===== config.mk =====
export PLATFORM = sky130hd
export DESIGN_NAME = dahb_master_flat
export DESIGN_NICKNAME = d
export VERILOG_FILES = /design/src/rtl/dahb_master_if.sv /design/src/rtl/dahb_master.sv /design/src/flat_wrapper.sv
export SDC_FILE = /design/constraint.sdc
export NUM_CORES = 1
export LEC_CHECK = 0
export ABC_CLOCK_PERIOD_IN_PS = 5000
export CAP_MARGIN = 30
export CORE_ASPECT_RATIO = 0.6
export CORE_UTILIZATION = 60
export DETAILED_ROUTE_END_ITERATION = 7
export PLACE_DENSITY = 0.85
export SETUP_SLACK_MARGIN = 0.15
export SYNTH_ARGS = -nofsm -noshare
export SYNTH_HDL_FRONTEND = slang
export SYNTH_SLANG_ARGS = --single-unit

===== constraint.sdc =====
create_clock -name cpu_clk -period 5 [get_ports cpu_clk]
set_input_delay 0.5 -clock cpu_clk [delete_from_list [all_inputs] [get_ports cpu_clk]]
set_output_delay 0.5 -clock cpu_clk [all_outputs]
set_load 0.05 [all_outputs]

===== src/rtl/dahb_master_if.sv =====
// dahb_master_if: AHB-Lite bus bundle between dahb_master and its slave
//
// Signals:
//   HADDR, HTRANS, HWRITE, HSIZE, HBURST, HPROT, HWDATA : master -> slave
//   HRDATA, HREADY, HRESP                               : slave -> master
// Modports:
//   master : driven by dahb_master
//   slave  : seen by the bus slave / interconnect
interface dahb_master_if;
    logic [31:0] HADDR;
    logic [1:0]  HTRANS;
    logic        HWRITE;
    logic [2:0]  HSIZE;
    logic [2:0]  HBURST;
    logic [3:0]  HPROT;
    logic [31:0] HWDATA;
    logic [31:0] HRDATA;
    logic        HREADY;
    logic        HRESP;

    modport master (
        output HADDR, HTRANS, HWRITE, HSIZE, HBURST, HPROT, HWDATA,
        input  HRDATA, HREADY, HRESP
    );

    modport slave (
        input  HADDR, HTRANS, HWRITE, HSIZE, HBURST, HPROT, HWDATA,
        output HRDATA, HREADY, HRESP
    );
endinterface


===== src/rtl/dahb_master.sv =====
// dahb_master: buffered CPU data-side AHB-Lite master issuing SINGLE transfers in order
//
// Parameters:
//   BUF_DEPTH : command-buffer entries (power of 2, 2..16)
// Ports:
//   cpu_clk, cpu_rstn         : clock (rising edge) and asynchronous active-low reset
//   DAHB_access               : push request from MEM stage
//   DAHB_rd0_wr1              : 0 read, 1 write
//   DAHB_size                 : AHB size code
//   DAHB_addr                 : access address
//   DAHB_write_data           : lane-placed write data
//   DAHB_trans_buffer_full    : buffer holds BUF_DEPTH entries
//   DAHB_read_data            : read return data (zero for an errored read)
//   DAHB_read_data_valid      : one-cycle read-return strobe
//   ahb                       : AHB-Lite master bus (dahb_master_if.master)
// Optional feature (macro KRV_DAHB_ERR_CAPTURE_EN):
//   DAHB_err_valid            : sticky flag, set on the first errored command
//   DAHB_err_addr             : address of that first errored command
module dahb_master #(
    parameter int BUF_DEPTH = 4
) (
    input  logic          cpu_clk,
    input  logic          cpu_rstn,
    input  logic          DAHB_access,
    input  logic          DAHB_rd0_wr1,
    input  logic [2:0]    DAHB_size,
    input  logic [31:0]   DAHB_addr,
    input  logic [31:0]   DAHB_write_data,
    output logic          DAHB_trans_buffer_full,
    output logic [31:0]   DAHB_read_data,
    output logic          DAHB_read_data_valid,
    dahb_master_if.master ahb
`ifdef KRV_DAHB_ERR_CAPTURE_EN
    ,
    output logic          DAHB_err_valid,
    output logic [31:0]   DAHB_err_addr
`endif
);

    localparam int AW = $clog2(BUF_DEPTH);
    localparam int CW = AW + 1;

    if (BUF_DEPTH < 2 || BUF_DEPTH > 16 || (BUF_DEPTH & (BUF_DEPTH - 1)) != 0) begin : g_bad_depth
        $error("dahb_master: BUF_DEPTH must be a power of 2 in 2..16");
    end

    typedef enum logic [1:0] {IDLE, ADDR, DATA} state_t;

    state_t        state_q, state_d;
    logic          buf_wr    [BUF_DEPTH];
    logic [2:0]    buf_size  [BUF_DEPTH];
    logic [31:0]   buf_addr  [BUF_DEPTH];
    logic [31:0]   buf_wdata [BUF_DEPTH];
    logic [AW-1:0] wr_ptr, rd_ptr, head;
    logic [CW-1:0] count;
    logic          push, pop, load;
    logic [31:0]   haddr_q, hwdata_q;
    logic          hwrite_q;
    logic [2:0]    hsize_q;

    assign DAHB_trans_buffer_full = (count == CW'(BUF_DEPTH));
    assign push = DAHB_access && !DAHB_trans_buffer_full;
    assign pop  = (state_q == DATA) && ahb.HREADY;
    // Entry that becomes the head after this edge; used when loading the next address phase.
    assign head = pop ? rd_ptr + AW'(1) : rd_ptr;
    assign load = (state_d == ADDR) && (state_q != ADDR);

    always_ff @(posedge cpu_clk) begin
        if (push) begin
            buf_wr[wr_ptr]    <= DAHB_rd0_wr1;
            buf_size[wr_ptr]  <= DAHB_size;
            buf_addr[wr_ptr]  <= DAHB_addr;
            buf_wdata[wr_ptr] <= DAHB_write_data;
        end
    end

    always_ff @(posedge cpu_clk or negedge cpu_rstn) begin
        if (!cpu_rstn) begin
            wr_ptr <= '0;
            rd_ptr <= '0;
            count  <= '0;
        end else begin
            if (push) wr_ptr <= wr_ptr + AW'(1);
            if (pop) rd_ptr <= rd_ptr + AW'(1);
            count <= count + CW'(push) - CW'(pop);
        end
    end

    always_ff @(posedge cpu_clk or negedge cpu_rstn) begin
        if (!cpu_rstn) state_q <= IDLE;
        else state_q <= state_d;
    end

    // Going back to ADDR straight from DATA needs an entry already stored behind the head;
    // an entry pushed in the same cycle is picked up one cycle later via IDLE.
    always_comb begin
        state_d = state_q;
        unique case (state_q)
            IDLE:    state_d = (count != '0) ? ADDR : IDLE;
            ADDR:    state_d = ahb.HREADY ? DATA : ADDR;
            DATA:    state_d = !ahb.HREADY ? DATA : (count > CW'(1)) ? ADDR : IDLE;
            default: state_d = IDLE;
        endcase
    end

    // Address-phase registers load only on entry to ADDR, so they hold through wait
    // states, the data phase and IDLE.
    always_ff @(posedge cpu_clk or negedge cpu_rstn) begin
        if (!cpu_rstn) begin
            haddr_q  <= '0;
            hwrite_q <= 1'b0;
            hsize_q  <= '0;
            hwdata_q <= '0;
        end else if (load) begin
            haddr_q  <= buf_addr[head];
            hwrite_q <= buf_wr[head];
            hsize_q  <= buf_size[head];
            hwdata_q <= buf_wdata[head];
        end
    end

    always_ff @(posedge cpu_clk or negedge cpu_rstn) begin
        if (!cpu_rstn) begin
            DAHB_read_data       <= '0;
            DAHB_read_data_valid <= 1'b0;
        end else begin
            DAHB_read_data_valid <= pop && !hwrite_q;
            if (pop && !hwrite_q) DAHB_read_data <= ahb.HRESP ? 32'h0 : ahb.HRDATA;
        end
    end

`ifdef KRV_DAHB_ERR_CAPTURE_EN
    always_ff @(posedge cpu_clk or negedge cpu_rstn) begin
        if (!cpu_rstn) begin
            DAHB_err_valid <= 1'b0;
            DAHB_err_addr  <= '0;
        end else if (pop && ahb.HRESP && !DAHB_err_valid) begin
            DAHB_err_valid <= 1'b1;
            DAHB_err_addr  <= haddr_q;
        end
    end
`else
    // Errored commands retire without a record; a failed read is visible only as zero data.
`endif

    assign ahb.HADDR  = haddr_q;
    assign ahb.HTRANS = (state_q == ADDR) ? 2'b10 : 2'b00;
    assign ahb.HWRITE = hwrite_q;
    assign ahb.HSIZE  = hsize_q;
    assign ahb.HWDATA = hwdata_q;
    assign ahb.HBURST = 3'b000;
    assign ahb.HPROT  = 4'b0011;

endmodule


===== src/flat_wrapper.sv =====
// flat-port wrapper written by rule: the top's interface ports become plain ports
module dahb_master_flat 
#(
    parameter int BUF_DEPTH = 4
)
  (cpu_clk, cpu_rstn, DAHB_access, DAHB_rd0_wr1, DAHB_size, DAHB_addr, DAHB_write_data, DAHB_trans_buffer_full, DAHB_read_data, DAHB_read_data_valid, ahb_HADDR, ahb_HTRANS, ahb_HWRITE, ahb_HSIZE, ahb_HBURST, ahb_HPROT, ahb_HWDATA, ahb_HRDATA, ahb_HREADY, ahb_HRESP);
  dahb_master_if ahb_i ();
  input  logic cpu_clk;
  input  logic cpu_rstn;
  input  logic DAHB_access;
  input  logic DAHB_rd0_wr1;
  input  logic [2:0] DAHB_size;
  input  logic [31:0] DAHB_addr;
  input  logic [31:0] DAHB_write_data;
  output logic DAHB_trans_buffer_full;
  output logic [31:0] DAHB_read_data;
  output logic DAHB_read_data_valid;
  output wire logic [$bits(ahb_i.HADDR)-1:0] ahb_HADDR;
  output wire logic [$bits(ahb_i.HTRANS)-1:0] ahb_HTRANS;
  output wire logic [$bits(ahb_i.HWRITE)-1:0] ahb_HWRITE;
  output wire logic [$bits(ahb_i.HSIZE)-1:0] ahb_HSIZE;
  output wire logic [$bits(ahb_i.HBURST)-1:0] ahb_HBURST;
  output wire logic [$bits(ahb_i.HPROT)-1:0] ahb_HPROT;
  output wire logic [$bits(ahb_i.HWDATA)-1:0] ahb_HWDATA;
  input wire logic [$bits(ahb_i.HRDATA)-1:0] ahb_HRDATA;
  input wire logic [$bits(ahb_i.HREADY)-1:0] ahb_HREADY;
  input wire logic [$bits(ahb_i.HRESP)-1:0] ahb_HRESP;
  assign ahb_HADDR = ahb_i.HADDR;
  assign ahb_HTRANS = ahb_i.HTRANS;
  assign ahb_HWRITE = ahb_i.HWRITE;
  assign ahb_HSIZE = ahb_i.HSIZE;
  assign ahb_HBURST = ahb_i.HBURST;
  assign ahb_HPROT = ahb_i.HPROT;
  assign ahb_HWDATA = ahb_i.HWDATA;
  assign ahb_i.HRDATA = ahb_HRDATA;
  assign ahb_i.HREADY = ahb_HREADY;
  assign ahb_i.HRESP = ahb_HRESP;
  dahb_master #(.BUF_DEPTH(BUF_DEPTH)) u_core (.cpu_clk(cpu_clk), .cpu_rstn(cpu_rstn), .DAHB_access(DAHB_access), .DAHB_rd0_wr1(DAHB_rd0_wr1), .DAHB_size(DAHB_size), .DAHB_addr(DAHB_addr), .DAHB_write_data(DAHB_write_data), .DAHB_trans_buffer_full(DAHB_trans_buffer_full), .DAHB_read_data(DAHB_read_data), .DAHB_read_data_valid(DAHB_read_data_valid), .ahb(ahb_i));
endmodule

==> flow_metrics.env, run 1 <==
export IMPL_run_status="finished, violations left"
export IMPL_violations="DRC, hold timing"
export IMPL_firstDrtPassIters=7
export IMPL_fp_dieH_um=133
export IMPL_rr_startpoint="u_core.rd_ptr[1]$_DFF_PN0_"
export IMPL_place_congestion=0.745
export IMPL_yosysTopAreaCell="edfxtp_1"
export IMPL_synth_top_area_share=0.480
export IMPL_drcViolationCount=17
export IMPL_synth_area_leaders="edfxtp_1 (48%), dfrtp_1 (16%), mux4_2 (9.0%)"
export IMPL_ir_worst_vdd_uv=392
export IMPL_core_um2=27800
export IMPL_cts_resized_gates=0
export IMPL_hold_viol=11
export IMPL_first_iter_violations=761
export IMPL_start_util=0.614
export IMPL_ys_top_cells_by_count="edfxtp_1 (272), mux2i_1 (136), dfrtp_1 (110)"
export IMPL_grt_overflow_total=0
export IMPL_die_area_um2=29100
export IMPL_fin_nets=1384
export IMPL_synthDistinctLibCells=35
export IMPL_reg2reg_depth=4
export IMPL_fin_total_pwr_mw=13.3
export IMPL_clkLatencyLatePin_ns=0.52
export IMPL_hold_class="primary input to async pin"
export IMPL_power_density_nw_per_um2=651
export IMPL_rsz0062_at_grt="false"
export IMPL_finalSetupViolations=0
export IMPL_synth_flop_cell="edfxtp_1"
export IMPL_drv_cap=0
export IMPL_ios=216
export IMPL_period_needed_ns=2.82
export IMPL_clockBufferDepth=3
export IMPL_skew_ns=0.0129
export IMPL_rrSetupSlack_ns=2.36
export IMPL_antenna_found_initial=4
export IMPL_worstSetupPathType="flip-flop to primary output"
export IMPL_fin_ws_ns=2.18
export IMPL_dieWidth_um=220
export IMPL_relSlewSlack=0.277
export IMPL_avgSynthCellArea_um2=15.6
export IMPL_cts_made_buffers=35
export IMPL_min_period_over_period=0.565
export IMPL_portBuffers=207
export IMPL_crit_fanout=5
export IMPL_tns_ns=0
export IMPL_dp_hpwl_mm=22.7
export IMPL_root_buffer="clkbuf_16"
export IMPL_htree_num_levels=2
export IMPL_synth_async_reset_ratio=0.288
export IMPL_fp_row_count=47
export IMPL_num_vias=10200
export IMPL_synth_edf_count=272
export IMPL_cts_tree="done"
export IMPL_wirelength_mm=37.4
export IMPL_viasPerCell=6.10
export IMPL_cts_hold_fix_buffers=0
export IMPL_post_cts_buffers=0
export IMPL_syn_cell_area_um2=17000
export IMPL_p_leak_nw=8.22
export IMPL_grt_pass1_wl_mm=58.0
export IMPL_synth_most_common_cell="edfxtp_1"
export IMPL_max_freq_ghz=0.354
export IMPL_cp_arrival_ns=2.32
export IMPL_yosys_register_bits=382
export IMPL_wire_per_inst_um=22.5
export IMPL_path_clk_slew_ns=0.06
export IMPL_cp_required_ns=4.50
export IMPL_place_area_um2=19300
export IMPL_synthCells=1090
export IMPL_start_kind="flip-flop"
export IMPL_grt_start_max_net_pins=137
export IMPL_whs_ns=-0.0210
export IMPL_drive_above_1_share=0.146
export IMPL_r2r_end="u_core.ahb.HADDR[6]$_DFFE_PN0P_"
export IMPL_slew_violations=0
export IMPL_cts_sinks=382
export IMPL_antenna_left=0
export IMPL_worst_slew_pin_slew_ns=1.08
export IMPL_n_fill_cell=1733
export IMPL_grt_use_total=0.263
export IMPL_yosysSeqAreaShare=0.641
export IMPL_dp_slack_ns=2.04
export IMPL_grt_pass1_vias=10400
export IMPL_final_area_um2=20500
export IMPL_area_growth_pct=20.4
export IMPL_cp_end_kind="primary output"
export IMPL_ys_warn_count=0
## cell usage in the layout (no fill, tap or decap), types with 28 or more instances in the layout
cell type and count:
edfxtp_1 272, clkdlybuf4s50_1 206, mux2i_1 136, dfrtp_1 109, nand2_1 102, nor2_1 69, a22o_1 68, mux4_2 68
o31ai_2 40, clkbuf_16 37, o21ai_0 34, nand2b_1 33, o31ai_1 28
## where the power goes
part           switching [mW]  leakage, nW  internal (mW)
logic                    3.47         3.80           2.24
clock network            1.13        0.571           1.60
registers               0.569         3.86           4.33
total                    5.17         8.22           8.17
## layout make-up
type                       count  area, um^2  area share
tap                          367         459      0.0224
antenna                        3        7.51    0.000366
sequential                   382       10900       0.533
multi-input combinational    617        5580       0.272
timing repair buffer         224        2330       0.114
inverter                      10        40.0     0.00195
clock buffer                  48         997      0.0486
clock inverter                14         164     0.00799
## layer usage
| metal | wire length (um) | GRT usage | vias to the layer above |
|---|---|---|---|
| met5 | 17 | 0 | - |
| met2 | 18400 | 0.425 | 362 |
| met1 | 15800 | 0.363 | 5197 |
| met3 | 2410 | 0.0540 | 63 |
| li1 | - | - | 4531 |
| met4 | 804 | 0.0783 | 2 |
## worst max path at each step
stage / from / to / slack [ns] / depth (start not counted)
floorplan: u_core.count[0]$_DFF_PN0_ / u_core.buf_addr[0][0]$_DFFE_PP_ / 1.72 / 4
global placement: ahb_HREADY / u_core.ahb.HADDR[19]$_DFFE_PN0P_ / 2.08 / 7
detailed placement: ahb_HREADY / u_core.ahb.HWDATA[19]$_DFFE_PN0P_ / 2.04 / 7
CTS: u_core.count[0]$_DFF_PN0_ / DAHB_trans_buffer_full / 2.20 / 2
global route: u_core.rd_ptr[1]$_DFF_PN0_ / u_core.ahb.HADDR[6]$_DFFE_PN0P_ / 2.10 / 4
finish: u_core.count[0]$_DFF_PN0_ / DAHB_trans_buffer_full / 2.18 / 2
## flip-flops by register name, indices dropped and copies added, names as in the netlist
register                     flops
u_core.buf_wr                    4
u_core.ahb.HWRITE                1
u_core.DAHB_read_data_valid      1
u_core.rd_ptr                    2
u_core.buf_addr                128
u_core.count                     3
u_core.buf_size                 12
u_core.buf_wdata               128
u_core.ahb.HADDR                32
u_core.wr_ptr                    2
u_core.ahb.HSIZE                 3
u_core.state_q                   2
u_core.DAHB_read_data           32
u_core.ahb.HWDATA               32
## metrics by stage
stage / util / instances
global route: 0.739 / 1665
detailed placement: 0.696 / 1599
CTS: 0.738 / 1661
finish: 0.739 / 1665
global placement: 0.692 / 1595
floorplan: - / 1096
## kinds of logic after synthesis
logic type | after synthesis | synth area share
AOI/OAI and AO/OA | 173 | 0.0881
xor gates and xnor gates | 4 | 0.00206
adders and majority gates | 9 | 0.00705
buffers and inverters | 97 | 0.0356
DFF | 382 | 0.641
muxes | 205 | 0.170
other | 2 | 0.000441
and+or+nand+nor | 218 | 0.0551
## worst max-delay path, cell delays in order, from the launching register on
cell and delay [ns]:
dfrtp_1 0.42, nor3_1 0.46, clkdlybuf4s50_1 0.92
Note: power is estimated with default switching activity, not from simulation.
==> run 2: changes to the inputs <==
--- a/config.mk
+++ b/config.mk
@@ -5,12 +5,12 @@
 export SDC_FILE = /design/constraint.sdc
 export NUM_CORES = 1
 export LEC_CHECK = 0
-export ABC_CLOCK_PERIOD_IN_PS = 5000
+export ABC_CLOCK_PERIOD_IN_PS = 2850
 export CAP_MARGIN = 30
 export CORE_ASPECT_RATIO = 0.6
-export CORE_UTILIZATION = 60
+export CORE_UTILIZATION = 56
 export DETAILED_ROUTE_END_ITERATION = 7
-export PLACE_DENSITY = 0.85
+export PLACE_DENSITY = 0.81
 export SETUP_SLACK_MARGIN = 0.15
 export SYNTH_ARGS = -nofsm -noshare
 export SYNTH_HDL_FRONTEND = slang
==> constraint.sdc (replaced) <==
create_clock -name cpu_clk -period 2.85 [get_ports cpu_clk]
set_input_delay 0.285 -clock cpu_clk [delete_from_list [all_inputs] [get_ports cpu_clk]]
set_output_delay 0.285 -clock cpu_clk [all_outputs]
set_load 0.05 [all_outputs]
==> run 2 against run 1 <==
  * The run now ends clean
  * Largest cell class unchanged
  * Highest routed layer is now met4
  * Via count fell by 1.3%
  * Die area rose by 7.1%
  * Setup slack got worse by 1.6 ns
  * Largest power group unchanged
==> flow_metrics.env, run 2 (synthesized netlist as in run 1, its figures left out) <==
export IMPL_crit_fanout=5
export IMPL_ios=216
export IMPL_cp_end_kind="primary output"
export IMPL_slowest_delay_ns=0.84
export IMPL_clkLatencyLatePin_ns=0.53
export IMPL_antenna_found_initial=3
export IMPL_grt_use_total=0.245
export IMPL_cp_required_ns=2.57
export IMPL_period_needed_ns=2.32
export IMPL_power_density_nw_per_um2=1140
export IMPL_root_buffer="clkbuf_16"
export IMPL_crit_slowest_cell="clkdlybuf4s50_1"
export IMPL_grt_pass1_vias=10400
export IMPL_finalNonFillerCells=1727
export IMPL_wirelength_mm=37.4
export IMPL_reg2reg_depth=4
export IMPL_layout_commonest_cell="edfxtp_1"
export IMPL_path_clk_slew_ns=0.07
export IMPL_p_leak_nw=8.33
export IMPL_grt_pass1_wl_mm=57.8
export IMPL_viasPerCell=5.80
export IMPL_cp_arrival_ns=2.04
export IMPL_run_status="finished clean"
export IMPL_reg_largest_list="u_core.buf_addr x128, u_core.buf_wdata x128"
export IMPL_fp_row_count=49
export IMPL_worstSetupPathType="flip-flop to primary output"
export IMPL_first_iter_violations=676
export IMPL_num_vias=10000
export IMPL_drive_above_1_share=0.161
export IMPL_rrSetupSlack_ns=0.70
export IMPL_grt_overflow_total=0
export IMPL_fin_ws_ns=0.527
export IMPL_die_area_um2=31100
export IMPL_htree_num_levels=2
export IMPL_final_cell_mix="edfxtp_1 (272), clkdlybuf4s50_1 (206), mux2i_1 (136)"
export IMPL_dp_hpwl_mm=23.4
export IMPL_portBuffers=207
export IMPL_cts_sinks=382
export IMPL_cts_resized_gates=0
export IMPL_core_um2=29900
export IMPL_finalSetupViolations=0
export IMPL_antenna_left=0
export IMPL_ir_worst_vdd_uv=620
export IMPL_rr_startpoint="u_core.rd_ptr[1]$_DFF_PN0_"
export IMPL_cts_tree="done"
export IMPL_max_freq_ghz=0.430
export IMPL_hold_viol=0
export IMPL_dieWidth_um=227
export IMPL_clockBufferDepth=3
export IMPL_relSlewSlack=0.415
export IMPL_drv_cap=0
export IMPL_area_growth_pct=22.0
export IMPL_skew_ns=0.0181
export IMPL_r2r_end="u_core.ahb.HWDATA[0]$_DFFE_PN0P_"
export IMPL_grt_start_max_net_pins=101
export IMPL_dp_slack_ns=0.516
export IMPL_fin_nets=1402
export IMPL_cts_made_buffers=36
export IMPL_hold_class="primary input to async pin"
export IMPL_rsz0062_at_grt="false"
export IMPL_min_period_over_period=0.815
export IMPL_drcViolationCount=0
export IMPL_start_kind="flip-flop"
export IMPL_tns_ns=0
export IMPL_wire_per_inst_um=21.7
export IMPL_place_congestion=0.743
export IMPL_worstPathCellList="nor3_2 -> clkdlybuf4s50_1"
export IMPL_worst_slew_pin_slew_ns=0.875
export IMPL_place_inst=1657
export IMPL_firstDrtPassIters=6
export IMPL_start_util=0.569
export IMPL_fp_dieH_um=137
export IMPL_whs_ns=0.311
export IMPL_slew_violations=0
## run 2: cell types whose count changed in the layout (fill, tap and decap cells not counted), moves of 2 or more
cell	before	now
buf_4	9	18
clkinv_2	5	8
buf_16	4	0
clkinv_1	5	1
clkbuf_1	8	10
buf_12	4	16
inv_6	0	2
## run 2: layout make-up
class                           count  area [um^2]
Inverter                           10         40.0
Clock inverter                     15          160
Sequential cell                   382        10900
Multi-Input combinational cell    617         5590
Tap cell                          408          510
Timing Repair Buffer              241         2530
Antenna cell                        3         7.51
Fill cell                        2005         9140
Clock buffer                       51         1020
## run 2: repair_timing
item,4_1_cts,5_1_grt
hold buffers,1,0
hold endpoints to repair,39,0
buffers inserted,0,0
## run 2: stage by stage
stage | instance area, um^2 | utilization | total power, mW
after detailed placement | 19600 | 0.654 | 18.9
after global routing | 20800 | 0.694 | 24.7
after global placement | 19600 | 0.654 | 18.6
after floorplan | 17100 | - | 15.7
final | 20800 | 0.694 | 23.6
after CTS | 20800 | 0.694 | 23.8
## run 2: worst max path at each step
| stage | slack, ns | cells past startpoint | from | to |
|---|---|---|---|---|
| 3_5_place_dp | 0.52 | 6 | ahb_HREADY | u_core.ahb.HADDR[29]$_DFFE_PN0P_ |
| 4_1_cts | 0.49 | 2 | u_core.count[0]$_DFF_PN0_ | DAHB_trans_buffer_full |
| 5_1_grt | 0.43 | 2 | u_core.count[0]$_DFF_PN0_ | DAHB_trans_buffer_full |
| 3_3_place_gp | 0.61 | 6 | ahb_HREADY | u_core.ahb.HADDR[22]$_DFFE_PN0P_ |
| 6_report | 0.53 | 2 | u_core.count[0]$_DFF_PN0_ | DAHB_trans_buffer_full |
| 2_1_floorplan | 0.48 | 4 | u_core.count[0]$_DFF_PN0_ | u_core.buf_addr[0][0]$_DFFE_PP_ |
## run 2: per-layer routing
metal / track usage / vias up / routed length (um)
met2: 0.395 / 276 / 18200
met1: 0.342 / 5131 / 16300
met4: 0.0690 / 0 / 675
met3: 0.0498 / 47 / 2210
met5: 0 / - / 0
li1: - / 4565 / -
## run 2: power breakdown
| group | switching, mW | leakage (nW) | internal (mW) | total (mW) |
|---|---|---|---|---|
| Clock | 2.04 | 0.585 | 2.78 | 4.82 |
| Sequential | 0.954 | 3.86 | 7.60 | 8.55 |
| Combinational | 6.13 | 3.89 | 4.08 | 10.2 |
| Total | 9.12 | 8.33 | 14.5 | 23.6 |
## run 2: critical path, delay by kind of cell (launching register included)
family	cells	cell delay, ns
buf+inv	1	0.84
simple gates	1	0.24
flops	1	0.42
==> run 3: changes to the inputs <==
--- a/config.mk
+++ b/config.mk
@@ -5,12 +5,12 @@
 export SDC_FILE = /design/constraint.sdc
 export NUM_CORES = 1
 export LEC_CHECK = 0
-export ABC_CLOCK_PERIOD_IN_PS = 2850
+export ABC_CLOCK_PERIOD_IN_PS = 2100
 export CAP_MARGIN = 30
 export CORE_ASPECT_RATIO = 0.6
-export CORE_UTILIZATION = 56
+export CORE_UTILIZATION = 50
 export DETAILED_ROUTE_END_ITERATION = 7
-export PLACE_DENSITY = 0.81
+export PLACE_DENSITY = 0.76
 export SETUP_SLACK_MARGIN = 0.15
 export SYNTH_ARGS = -nofsm -noshare
 export SYNTH_HDL_FRONTEND = slang
==> constraint.sdc (replaced) <==
create_clock -name cpu_clk -period 2.1 [get_ports cpu_clk]
set_input_delay 0.21 -clock cpu_clk [delete_from_list [all_inputs] [get_ports cpu_clk]]
set_output_delay 0.21 -clock cpu_clk [all_outputs]
set_load 0.05 [all_outputs]
==> run 3 against run 2 <==
  * Wire length up 3.8%
  * Hold slack got worse by 0.11 ns
  * Combinational power rose by 46%
  * Non-clock buffer count is 32 higher
  * Flip-flop and latch count unchanged
  * First-iteration DRC count fell by 1.2%
  * Setup slack lost 0.35 ns
  * Die area up 12%
  * Final cell count is 4.3% higher
==> flow_metrics.env, run 3 (synthesized netlist as in run 1, its figures left out) <==
export IMPL_cts_sinks=382
export IMPL_first_iter_violations=668
export IMPL_antenna_found_initial=5
export IMPL_dp_hpwl_mm=24.8
export IMPL_fin_ws_ns=0.179
export IMPL_ir_worst_vdd_uv=816
export IMPL_place_congestion=0.769
export IMPL_ios=216
export IMPL_root_buffer="clkbuf_16"
export IMPL_tns_ns=0
export IMPL_power_density_nw_per_um2=1530
export IMPL_antenna_left=0
export IMPL_area_growth_pct=25.8
export IMPL_final_cell_mix="edfxtp_1 (272), clkdlybuf4s50_1 (148), mux2i_1 (136)"
export IMPL_start_kind="flip-flop"
export IMPL_cp_end_kind="primary output"
export IMPL_drcViolationCount=0
export IMPL_htree_num_levels=2
export IMPL_dieWidth_um=240
export IMPL_grt_start_max_net_pins=66
export IMPL_wirelength_mm=38.8
export IMPL_firstDrtPassIters=5
export IMPL_run_status="finished clean"
export IMPL_slowest_delay_ns=0.82
export IMPL_layout_commonest_cell="edfxtp_1"
export IMPL_path_clk_slew_ns=0.06
export IMPL_viasPerCell=5.68
export IMPL_cts_made_buffers=36
export IMPL_n_fill_cell=2319
export IMPL_worst_slew_pin_slew_ns=0.601
export IMPL_rrSetupSlack_ns=0.19
export IMPL_fin_nets=1434
export IMPL_cp_required_ns=1.89
export IMPL_crit_fanout=2
export IMPL_finalSetupViolations=0
export IMPL_cp_arrival_ns=1.71
export IMPL_wire_per_inst_um=21.5
export IMPL_startpoint="u_core.ahb.HWDATA[10]$_DFFE_PN0P_"
export IMPL_reg2reg_depth=7
export IMPL_slew_violations=0
export IMPL_max_freq_ghz=0.521
export IMPL_drv_cap=0
export IMPL_portBuffers=207
export IMPL_reg_largest_list="u_core.buf_addr x128, u_core.buf_wdata x128"
export IMPL_fp_row_count=51
export IMPL_hold_viol=0
export IMPL_start_util=0.516
export IMPL_skew_ns=0.0280
export IMPL_num_vias=10200
export IMPL_rr_startpoint="u_core.count[1]$_DFF_PN0_"
export IMPL_clkLatencyLatePin_ns=0.54
export IMPL_p_leak_nw=8.94
export IMPL_crit_buf_inv=1
export IMPL_hold_class="primary input to async pin"
export IMPL_relSlewSlack=0.601
export IMPL_die_area_um2=34800
export IMPL_clockBufferDepth=3
export IMPL_worstPathCellList="clkdlybuf4s50_1"
export IMPL_crit_cells=1
export IMPL_period_needed_ns=1.92
export IMPL_dp_slack_ns=-0.0870
export IMPL_cp_top_family="buffers and inverters"
export IMPL_crit_end="ahb_HWDATA[10]"
export IMPL_grt_overflow_total=0
export IMPL_grt_use_total=0.225
export IMPL_cts_tree="done"
export IMPL_finalNonFillerCells=1801
export IMPL_fp_dieH_um=145
export IMPL_r2r_end="u_core.ahb.HSIZE[2]$_DFFE_PN0P_"
export IMPL_worstSetupPathType="flip-flop to primary output"
export IMPL_grt_pass1_wl_mm=60.3
export IMPL_place_inst=1722
export IMPL_grt_pass1_vias=10700
export IMPL_core_um2=33000
export IMPL_crit_slowest_cell="clkdlybuf4s50_1"
export IMPL_drive_above_1_share=0.183
export IMPL_min_period_over_period=0.915
export IMPL_rsz0062_at_grt="true"
[run 3: metrics by stage]
| stage | hold slack, ns | power (mW) | area [um^2] | utilization |
|---|---|---|---|---|
| after detailed placement | 0.217 | 26.3 | 20000 | 0.607 |
| after global routing | 0.232 | 34.4 | 21400 | 0.649 |
| after CTS | 0.200 | 32.5 | 21200 | 0.642 |
| after global placement | 0.213 | 25.9 | 20000 | 0.607 |
| final | 0.200 | 32.9 | 21400 | 0.649 |
| after floorplan | -0.0856 | 21.3 | 17100 | - |
[run 3: how the worst min path moves through the flow]
stage	startpoint	endpoint
global placement	cpu_rstn	u_core.ahb.HWDATA[27]$_DFFE_PN0P_
finish	cpu_rstn	u_core.ahb.HWDATA[27]$_DFFE_PN0P_
global route	cpu_rstn	u_core.ahb.HWDATA[28]$_DFFE_PN0P_
floorplan	cpu_rstn	u_core.DAHB_read_data[0]$_DFFE_PN0P_
detailed placement	cpu_rstn	u_core.ahb.HWDATA[27]$_DFFE_PN0P_
CTS	cpu_rstn	u_core.ahb.HWDATA[27]$_DFFE_PN0P_
[run 3: metal layers]
layer  vias up  share of wire  GRT usage
li1       4634              -          -
met1      5253           0.45      0.319
met2       282           0.48      0.362
met3        54          0.052     0.0386
met4         4          0.016     0.0525
met5         -        0.00077          0
[run 3: what timing repair did]
action	4_1_cts	5_1_grt
endpoints found under the setup margin	41	83
setup buffers	1	1
hold buffers	1	0
gates cloned	0	7
endpoints found under the hold margin	30	0
resized for setup	39	35
pin swaps	0	1
[run 3: power by group]
group	switching [mW]	total (mW)	internal [mW]	leakage (nW)
Sequential	1.21	11.5	10.3	3.86
Combinational	8.75	14.9	6.18	4.52
Clock	2.73	6.43	3.70	0.566
[run 3: cell type report]
type | count | area [um^2] | area share
timing repair buffer | 273 | 3120 | 0.146
sequential | 382 | 10900 | 0.510
clock buffer | 55 | 1040 | 0.0487
inverter | 10 | 42.5 | 0.00199
multi-input combinational | 617 | 5600 | 0.262
clock inverter | 11 | 118 | 0.00549
tap | 450 | 563 | 0.0263
antenna | 3 | 7.51 | 0.000350
